<file path="config.mk">
export PLATFORM = sky130hd
export DESIGN_NAME = mult_div_unit
export DESIGN_NICKNAME = d
export VERILOG_FILES = /design/src/rtl/mult_div_unit.sv
export SDC_FILE = /design/constraint.sdc
export NUM_CORES = 1
export LEC_CHECK = 0
export ABC_CLOCK_PERIOD_IN_PS = 7400
export BUFFER_PORTS_ARGS = -buffer_cell sky130_fd_sc_hd__buf_2
export CORE_ASPECT_RATIO = 0.5
export CORE_MARGIN = 3
export CORE_UTILIZATION = 42
export CTS_BUF_LIST = sky130_fd_sc_hd__clkbuf_16
export DETAILED_ROUTE_END_ITERATION = 16
export SYNTH_ARGS = -nofsm -noshare
export SYNTH_HDL_FRONTEND = slang
export SYNTH_SLANG_ARGS = --single-unit
</file>
<file path="constraint.sdc">
create_clock -name clk_i -period 7.4 [get_ports clk_i]
set_input_delay 0.37 -clock clk_i [delete_from_list [all_inputs] [get_ports clk_i]]
set_output_delay 0.37 -clock clk_i [all_outputs]
set_load 0.05 [all_outputs]
</file>
<file path="src/rtl/mult_div_unit.sv">
// Multi-cycle multiply/divide unit driving HI/LO: radix-2 shift-add multiply and
// restoring divide on magnitudes, with signs applied in a final fix-up cycle.
module mult_div_unit #(
   parameter int WIDTH = 32
) (
   input  logic             clk_i,
   input  logic             reset_i,
   input  logic             start_i,
   input  logic [1:0]       op_i,
   input  logic [WIDTH-1:0] a_i,
   input  logic [WIDTH-1:0] b_i,
   input  logic             hi_we_i,
   input  logic             lo_we_i,
   input  logic [WIDTH-1:0] wdata_i,
   output logic             busy_o,
   output logic             done_o,
   output logic             div_by_zero_o,
   output logic [WIDTH-1:0] hi_o,
   output logic [WIDTH-1:0] lo_o
);
   // state  | meaning
   // IDLE   | waiting for start, MTHI/MTLO writes allowed
   // PREP   | take magnitudes and result signs, clear accumulator
   // RUN    | one multiplier/quotient bit per cycle, WIDTH cycles
   // FIX    | apply signs, write HI/LO, pulse done
   localparam int CW = $clog2(WIDTH + 1);

   typedef enum logic [1:0] {S_IDLE, S_PREP, S_RUN, S_FIX} state_t;

   state_t             state_q, state_d;
   logic [1:0]         op_q, op_d;
   logic [WIDTH-1:0]   a_q, a_d, b_q, b_d;
   logic [WIDTH-1:0]   x_q, x_d;          // multiplicand or divisor magnitude
   logic [WIDTH-1:0]   y_q, y_d;          // multiplier or dividend magnitude, shifted out MSB first
   logic [2*WIDTH-1:0] acc_q, acc_d;
   logic [CW-1:0]      cnt_q, cnt_d;
   logic               sign_pq_q, sign_pq_d, sign_r_q, sign_r_d;
   logic [WIDTH-1:0]   hi_q, hi_d, lo_q, lo_d;
   logic               done_q, done_d, dbz_q, dbz_d;

   logic               neg_a, neg_b;
   logic [WIDTH-1:0]   mag_a, mag_b;
   logic [WIDTH:0]     trial;
   logic [WIDTH-1:0]   rem_sub;
   logic [2*WIDTH-1:0] prod;

   always_comb begin
      state_d   = state_q;
      op_d      = op_q;
      a_d       = a_q;
      b_d       = b_q;
      x_d       = x_q;
      y_d       = y_q;
      acc_d     = acc_q;
      cnt_d     = cnt_q;
      sign_pq_d = sign_pq_q;
      sign_r_d  = sign_r_q;
      hi_d      = hi_q;
      lo_d      = lo_q;
      done_d    = 1'b0;
      dbz_d     = 1'b0;
      neg_a     = ~op_q[0] & a_q[WIDTH-1];
      neg_b     = ~op_q[0] & b_q[WIDTH-1];
      mag_a     = neg_a ? -a_q : a_q;
      mag_b     = neg_b ? -b_q : b_q;
      trial     = {acc_q[2*WIDTH-1:WIDTH], y_q[WIDTH-1]};
      rem_sub   = trial[WIDTH-1:0] - x_q;
      prod      = sign_pq_q ? -acc_q : acc_q;

      case (state_q)
         S_IDLE: begin
            if (start_i) begin
               op_d    = op_i;
               a_d     = a_i;
               b_d     = b_i;
               state_d = S_PREP;
            end else begin
               if (hi_we_i) hi_d = wdata_i;
               if (lo_we_i) lo_d = wdata_i;
            end
         end
         S_PREP: begin
            x_d       = op_q[1] ? mag_b : mag_a;
            y_d       = op_q[1] ? mag_a : mag_b;
            sign_pq_d = neg_a ^ neg_b;
            sign_r_d  = neg_a;
            acc_d     = '0;
            cnt_d     = CW'(WIDTH);
            state_d   = S_RUN;
         end
         S_RUN: begin
            if (op_q[1]) begin
               // restoring step: remainder in the upper half, quotient shifts into the lower half
               if (trial >= {1'b0, x_q}) begin
                  acc_d = {rem_sub, acc_q[WIDTH-2:0], 1'b1};
               end else begin
                  acc_d = {trial[WIDTH-1:0], acc_q[WIDTH-2:0], 1'b0};
               end
            end else begin
               acc_d = {acc_q[2*WIDTH-2:0], 1'b0}
                     + (y_q[WIDTH-1] ? {{WIDTH{1'b0}}, x_q} : '0);
            end
            y_d   = {y_q[WIDTH-2:0], 1'b0};
            cnt_d = cnt_q - CW'(1);
            if (cnt_q == CW'(1)) state_d = S_FIX;
         end
         S_FIX: begin
            done_d  = 1'b1;
            state_d = S_IDLE;
            if (!op_q[1]) begin
               hi_d = prod[2*WIDTH-1:WIDTH];
               lo_d = prod[WIDTH-1:0];
            end else if (b_q == '0) begin
               hi_d  = a_q;
               lo_d  = '1;
               dbz_d = 1'b1;
            end else begin
               lo_d = sign_pq_q ? -acc_q[WIDTH-1:0] : acc_q[WIDTH-1:0];
               hi_d = sign_r_q ? -acc_q[2*WIDTH-1:WIDTH] : acc_q[2*WIDTH-1:WIDTH];
            end
         end
         default: state_d = S_IDLE;
      endcase
   end

   always_ff @(posedge clk_i or posedge reset_i) begin
      if (reset_i) begin
         state_q   <= S_IDLE;
         op_q      <= '0;
         a_q       <= '0;
         b_q       <= '0;
         x_q       <= '0;
         y_q       <= '0;
         acc_q     <= '0;
         cnt_q     <= '0;
         sign_pq_q <= 1'b0;
         sign_r_q  <= 1'b0;
         hi_q      <= '0;
         lo_q      <= '0;
         done_q    <= 1'b0;
         dbz_q     <= 1'b0;
      end else begin
         state_q   <= state_d;
         op_q      <= op_d;
         a_q       <= a_d;
         b_q       <= b_d;
         x_q       <= x_d;
         y_q       <= y_d;
         acc_q     <= acc_d;
         cnt_q     <= cnt_d;
         sign_pq_q <= sign_pq_d;
         sign_r_q  <= sign_r_d;
         hi_q      <= hi_d;
         lo_q      <= lo_d;
         done_q    <= done_d;
         dbz_q     <= dbz_d;
      end
   end

   assign busy_o        = (state_q != S_IDLE);
   assign done_o        = done_q;
   assign div_by_zero_o = dbz_q;
   assign hi_o          = hi_q;
   assign lo_o          = lo_q;
endmodule

</file>
==> impl_metrics.json, run 1 <==
{
  "outcome": "finished, final reports clean",
  "leakage_nw": 9.81,
  "numPortBuffers": 169,
  "setup_slack_ns": 2.88,
  "antenna_left": 0,
  "clockRootBuffer": "clkbuf_16",
  "pwr-share-clk": 0.128,
  "fin_nets": 2665,
  "worstSetupEndpointType": "flip-flop",
  "crit_type": "flip-flop to flip-flop",
  "die-height_um": 161,
  "ios": 170,
  "hp-start": "a_i[10]",
  "worstPathCellList": "ha_1, a211o_1, a2111oi_0, a211o_1, o211ai_1, a31oi_1, nand2_1, buf_4, nor2_1, o21ai_0, o211ai_1",
  "rows": 56,
  "setup_viol": 0,
  "rr_worst_depth": 11,
  "finalHoldViolations": 0,
  "p_sw_frac": 0.543,
  "slew_headroom": 0.183,
  "period_needed_ns": 4.52,
  "gp_congestion": 0.949,
  "initial_core_util": 0.427,
  "vias_per_cell": 6.00,
  "fmax_ghz": 0.221,
  "r2r_slack_ns": 2.88,
  "synth-seq-area-share": 0.336,
  "vias": 18900,
  "worstHoldPathCells": 2,
  "clock_latency_ns": 0.59,
  "synth_ff_type": "dfrtp_1",
  "fillers": 4661,
  "r2r-end": "acc_q[61]$_DFFE_PP0P_",
  "r2r-start": "acc_q[43]$_DFFE_PP0P_",
  "drive_gt1_frac": 0.142,
  "drt_iter0_drc": 2000,
  "synth_seq_cells": 270,
  "die-area_mm2": 0.0507,
  "grt_max_degree": 161,
  "cpMaxStageDelayCell": "nand2_1",
  "antenna_found_initial": 5,
  "syn_inst": 2405,
  "postCtsSetupBuffers": 0,
  "place_worst_setup_slack_ns": 2.96,
  "crit_fanout": 25,
  "rsz0062_at_grt": "false",
  "yosys_warnings": 0,
  "total_power_mw": 12.0,
  "cts_tree": "built",
  "synth_top_area_frac": 0.336,
  "clock_path_buffers": 3,
  "grt_use_total": 0.271,
  "synth_area_leaders": "dfrtp_1 34%, xnor2_1 5.2%, a21oi_1 5.1%, o21ai_0 4.9%, ha_1 4.7%",
  "slowest_delay_ns": 0.68,
  "areaGrowthSynthToFinish_pct": 12.1,
  "syn_area_per_cell_um2": 8.37,
  "synth_area_mm2": 0.0201,
  "clock-sinks": 270,
  "die_w_um": 316,
  "first_global_vias": 17300,
  "internal_power_mw": 5.51,
  "wl_per_cell_um": 22.6,
  "mostFrequentLayoutCell": "dfrtp_1",
  "drv_cap": 0,
  "remaining_drc_errors": 0,
  "core_area_mm2": 0.0471,
  "powerDensity_mw_per_mm2": 534,
  "diodes": 0,
  "worst_ep_arrival_time_ns": 5.03,
  "fin_crit_sh": 0.610,
  "synthDistinctLibCells": 91,
  "holdCritPathClass": "input pin to flip-flop",
  "cts_resized": 0,
  "yosysTopAreaCell": "dfrtp_1",
  "routed_wl_um": 71000,
  "synth_async_sr_flop_share": 1.00,
  "required_ns": 7.91,
  "dr.pass1.iters": 7,
  "setup_tns_ns": 0,
  "grt_pass1_wl_um": 106000,
  "ir_drop_uv": 448,
  "final_max_slew_viol_count": 0,
  "cts_max_level": 1,
  "clock_skew_ns": 0.0162,
  "seq_power_share": 0.242,
  "combPwrFrac": 0.630,
  "grt_remaining_overflow": 0,
  "syn_nets": 2585,
  "worstSetupStartpointType": "flip-flop",
  "clkTransAtPathRegs_ns": 0.07,
  "min_to": "a_q[10]$_DFFE_PP0P_",
  "place_hpwl_um": 52600,
  "cts_made_buffers": 29,
  "p_sw_mw": 6.54,
  "layout_common_cells": "268 x dfrtp_1, 213 x nor2_1, 213 x nand2_1",
  "worst_pin_slew_ns": 1.22,
  "synth_edf_count": 0
}
[cell usage after synthesis (all sizes together) (14+ instances only)]
| cell type | instances |
|---|---|
| nor4 | 19 |
| o41ai | 19 |
| clkbuf | 142 |
| or4 | 17 |
| nor3 | 43 |
| o221ai | 19 |
| xor2 | 100 |
| dfrtp | 270 |
| buf | 33 |
| a21oi | 208 |
| mux2i | 32 |
| xnor2 | 119 |
| o21ai | 222 |
| a31oi | 24 |
| mux2 | 72 |
| nor3b | 16 |
| nor2b | 17 |
| a21o | 39 |
| a22o | 14 |
| a211oi | 46 |
| ha | 75 |
| nand3 | 52 |
| inv | 72 |
| o211ai | 27 |
| nand2 | 216 |
| nand4 | 20 |
| nor2 | 214 |
| o31ai | 27 |
| o22ai | 38 |
| and3 | 15 |
| or3 | 17 |
| a22oi | 16 |
[through the flow]
step / instance area (um2) / utilization / cells / hold slack, ns
after floorplan: 20100 / - / 2405 / 0.450
after global placement: 21300 / 0.452 / 3060 / 0.458
after detailed placement: 21300 / 0.452 / 3060 / 0.468
after global routing: 22600 / 0.479 / 3144 / 0.00437
after CTS: 22600 / 0.479 / 3144 / 0.000150
final: 22600 / 0.479 / 3144 / 0.0138
[sequential cells by signal, indices dropped and copies added (netlist names)]
| name | cells |
|---|---|
| a_q | 32 |
| acc_q | 64 |
| b_q | 32 |
| cnt_q | 6 |
| div_by_zero_o | 1 |
| done_o | 1 |
| hi_o | 32 |
| lo_o | 32 |
| op_q | 2 |
| sign_pq_q | 1 |
| sign_r_q | 1 |
| state_q | 2 |
| x_q | 32 |
| y_q | 32 |
[worst max-delay path by stage]
stage / startpoint / endpoint / cells past startpoint
final: acc_q[43]$_DFFE_PP0P_ / acc_q[61]$_DFFE_PP0P_ / 11
after floorplan: reset_i / a_q[0]$_DFFE_PP0P_ / 1
after CTS: acc_q[43]$_DFFE_PP0P_ / acc_q[61]$_DFFE_PP0P_ / 11
after global routing: acc_q[43]$_DFFE_PP0P_ / acc_q[45]$_DFFE_PP0P_ / 11
after detailed placement: acc_q[43]$_DFFE_PP0P_ / acc_q[61]$_DFFE_PP0P_ / 11
after global placement: y_q[31]$_DFFE_PP0P_ / acc_q[50]$_DFFE_PP0P_ / 13
[per-layer routing]
| layer | share of wire | up-vias | global-route usage |
|---|---|---|---|
| met2 | 0.43 | 772 | 0.404 |
| li1 | - | 8892 | - |
| met4 | 0.023 | 6 | 0.0611 |
| met3 | 0.092 | 103 | 0.0601 |
| met5 | 0.00051 | - | 0 |
| met1 | 0.45 | 9103 | 0.399 |
[area by class of cell]
class	instances	area [um2]	area share
inverters	75	287	0.0127
clock inverters	23	244	0.0108
multi-input cells	1885	12400	0.549
flip-flops and latches	270	6760	0.300
repair buffers	224	1350	0.0599
clock buffers	29	726	0.0322
well taps	638	798	0.0354
[worst max-delay path, delay by kind of cell, from the launching register on]
family	cells	cell delay (ns)
and+or+nand+nor	2	1.21
AOI/OAI and AO/OA	7	1.87
buffers and inverters	1	0.45
DFF	1	0.47
adders and majority gates	1	0.41
[timing repair]
item,4_1_cts,5_1_grt
hold buffers,32,0
setup endpoints to repair,0,0
endpoints found under the hold margin,51,0
[logic make-up after synthesis]
family | Yosys count | synth area share
compound gates | 782 | 0.246
simple gates | 703 | 0.168
flops | 270 | 0.336
buf+inv | 250 | 0.0503
xor+xnor | 219 | 0.0953
mux | 104 | 0.0562
fa+ha+maj | 77 | 0.0486
[power by group through the flow]
| stage | Combinational, mW | Sequential, mW | Clock, mW |
|---|---|---|---|
| floorplan | 5.11 | 3.11 | 0 |
| global placement | 7.40 | 2.89 | 0 |
| detailed placement | 7.43 | 2.91 | 0 |
| CTS | 7.49 | 2.89 | 1.57 |
| global route | 8.21 | 3.00 | 1.63 |
| finish | 7.59 | 2.91 | 1.55 |
(Power assumes the default switching activity.)
==> run 2: changes to the inputs <==
--- a/config.mk
+++ b/config.mk
@@ -5,7 +5,8 @@
 export SDC_FILE = /design/constraint.sdc
 export NUM_CORES = 1
 export LEC_CHECK = 0
-export ABC_CLOCK_PERIOD_IN_PS = 7400
+export ABC_AREA = 1
+export ABC_CLOCK_PERIOD_IN_PS = 4400
 export BUFFER_PORTS_ARGS = -buffer_cell sky130_fd_sc_hd__buf_2
 export CORE_ASPECT_RATIO = 0.5
 export CORE_MARGIN = 3
==> constraint.sdc (replaced) <==
create_clock -name clk_i -period 4.4 [get_ports clk_i]
set_input_delay 0.22 -clock clk_i [delete_from_list [all_inputs] [get_ports clk_i]]
set_output_delay 0.22 -clock clk_i [all_outputs]
set_load 0.05 [all_outputs]
==> run 2 against run 1 <==
Effect of this change: setup slack worse by 2.3 ns; cell area up 23%; maximum frequency up 19%; sequential share of layout area down 5.6 points; combinational power up 130%; power up 110%; final cell count up 61%.
==> impl_metrics.json, run 2 <==
{
  "crit_family": "simple AND/OR/NAND/NOR gates",
  "clock-sinks": 270,
  "period_needed_ns": 3.79,
  "vias_per_cell": 5.55,
  "initial_core_util": 0.432,
  "cts_max_level": 1,
  "drive_gt1_frac": 0.0819,
  "worstSetupStartpointType": "flip-flop",
  "synthMostInstantiatedCell": "nand2_1",
  "synthMuxAreaShare": 0.00323,
  "synth_common_cells": "1,341 x nand2_1, 552 x inv_1, 537 x nor2_1",
  "synth_area_leaders": "dfrtp_1 28%, nand2_1 21%, nand3_1 9.1%, inv_1 8.5%, nor2_1 8.3%",
  "synth_area_mm2": 0.0244,
  "crit_path_frequent_cell": "nand2_1",
  "ios": 170,
  "rows": 61,
  "cpMaxStageDelayCell": "dfrtp_1",
  "yosys_warnings": 0,
  "worstSetupEndpointType": "flip-flop",
  "routed_wl_um": 114000,
  "hold_slack_ns": 0.0199,
  "core_area_mm2": 0.0565,
  "syn_nets": 4311,
  "fmax_ghz": 0.264,
  "fin_crit_sh": 0.861,
  "synth_async_sr_flop_share": 1.00,
  "ir_drop_uv": 696,
  "syn_area_per_cell_um2": 5.91,
  "largest_reg_flops": 64,
  "clockRootBuffer": "clkbuf_16",
  "synth_seq_cells": 270,
  "first_global_vias": 25500,
  "synthAdderAreaFrac": 0.0401,
  "rsz0062_at_grt": "false",
  "remaining_drc_errors": 0,
  "slew_headroom": 0.0919,
  "crit_cells": 16,
  "outcome": "finished, final reports clean",
  "yosysTopAreaCell": "dfrtp_1",
  "grt_remaining_overflow": 0,
  "fin_nets": 4467,
  "numPortBuffers": 169,
  "dr.pass1.iters": 8,
  "place_hpwl_um": 90000,
  "yosys.area_share.simple": 0.425,
  "worst_ep_arrival_time_ns": 4.29,
  "antenna_left": 0,
  "slowest_delay_ns": 0.67,
  "die-area_mm2": 0.0613,
  "cts_resized": 0,
  "grt_pass1_wl_um": 166000,
  "crit_type": "flip-flop to flip-flop",
  "required_ns": 4.90,
  "mostFrequentLayoutCell": "nand2_1",
  "postCtsSetupBuffers": 0,
  "leakage_nw": 14.7,
  "worstPathCellList": "inv_1, ha_1, nand2_1, inv_1, nand2_1, nand2_1, inv_1, nand3_1, nand2_1, nand2_1, nand2_2, nand2_4, nor2_1, nand2_1, nand4_1, nand2_1",
  "setup_tns_ns": 0,
  "finalHoldViolations": 0,
  "gp_congestion": 1.01,
  "antenna_found_initial": 3,
  "synth_ff_type": "dfrtp_1",
  "grt_max_degree": 161,
  "cts_made_buffers": 29,
  "clock_path_buffers": 3,
  "final_max_slew_viol_count": 0,
  "cts_tree": "built",
  "largest_register": "acc_q",
  "synth_compound_area_frac": 0.108,
  "crit_fanout": 24,
  "setup_viol": 0,
  "holdCritPathClass": "input pin to flip-flop",
  "synthDistinctLibCells": 53,
  "die-height_um": 177,
  "synth-seq-area-share": 0.277,
  "drt_iter0_drc": 3405,
  "synth_xor_xnor_area_share": 0.0308,
  "layout_common_cells": "1,340 x nand2_1, 551 x inv_1, 535 x nor2_1",
  "clkTransAtPathRegs_ns": 0.07,
  "die_w_um": 347,
  "rr_worst_depth": 16,
  "worst_pin_slew_ns": 1.36,
  "grt_use_total": 0.361,
  "critPathBufInv": 3,
  "worstHoldPathCells": 5,
  "synth_edf_count": 0,
  "wl_per_cell_um": 22.4,
  "clock_latency_ns": 0.63,
  "drv_cap": 0,
  "clock_skew_ns": 0.0329,
  "syn_inst": 4131,
  "synth_top_family_by_area": "simple AND/OR/NAND/NOR gates",
  "areaGrowthSynthToFinish_pct": 13.7,
  "vias": 28100,
  "powerDensity_mw_per_mm2": 915,
  "synth_top_area_frac": 0.277
}
-- run 2: metal layers --
layer,GRT usage,vias to the layer above,share of wire
li1,-,13400,-
met1,0.538,13400,0.47
met2,0.525,1263,0.41
met3,0.100,107,0.11
met4,0.0504,2,0.015
met5,0,-,0.00017
-- run 2: final cells by class --
type,count,area [um2]
diodes,2,5.00
well taps,756,946
inverters,566,2140
repair buffers,294,2050
fillers,6060,28700
multi-input cells,3126,14900
flip-flops and latches,270,6760
clock buffers,29,726
clock inverters,25,289
-- run 2: through the flow --
step	setup WS [ns]	power, mW	utilization	std cells	instance area [um2]
after global placement	0.839	21.9	0.459	4932	25900
after detailed placement	0.783	22.0	0.459	4932	25900
after floorplan	0.613	16.0	-	4131	24400
after global routing	0.407	27.0	0.491	5066	27800
after CTS	0.779	24.9	0.491	5066	27800
final	0.611	25.4	0.492	5068	27800
-- run 2: worst reg2reg max path, delay by kind of cell (launching register included) --
kind	cells	cell delay [ns]
DFF	1	0.67
buffers and inverters	3	0.42
adders and majority gates	1	0.42
and+or+nand+nor	12	2.16
-- run 2: worst paths after layout --
kind | start | to | slack [ns]
min in group asynchronous | reset_i | hi_o[0]$_DFFE_PP0P_ | 0.22
min | wdata_i[10] | hi_o[10]$_DFFE_PP0P_ | 0.02
max | x_q[7]$_DFFE_PP0N_ | acc_q[46]$_DFFE_PP0P_ | 0.61
max in group asynchronous | reset_i | op_q[1]$_DFFE_PP0P_ | 2.90
max reg2reg | x_q[7]$_DFFE_PP0N_ | acc_q[46]$_DFFE_PP0P_ | 0.61
min reg2reg | y_q[30]$_DFFE_PP0P_ | y_q[30]$_DFFE_PP0P_ | 0.50
-- run 2: cells by family (layout without fill, tap and decap cells) --
kind of cell,count (synthesis),after routing
and+or+nand+nor,2478,2478
other,0,2
buffers and inverters,735,914
muxes,7,7
AOI/OAI and AO/OA,478,478
xor gates and xnor gates,86,86
DFF,270,270
adders and majority gates,77,77
-- run 2: where the power goes --
group          internal (mW)  leakage [nW]  switching (mW)  total, mW
combinational           4.62          11.0            12.6       17.2
clock                   1.47         0.479            1.27       2.75
sequential              3.65          3.23            1.76       5.41
total                   9.74          14.7            15.7       25.4
-- run 2: repair_timing --
action / in CTS / in global routing
setup endpoints to repair: 0 / 0
hold buffers: 80 / 0
endpoints found under the hold margin: 101 / 0
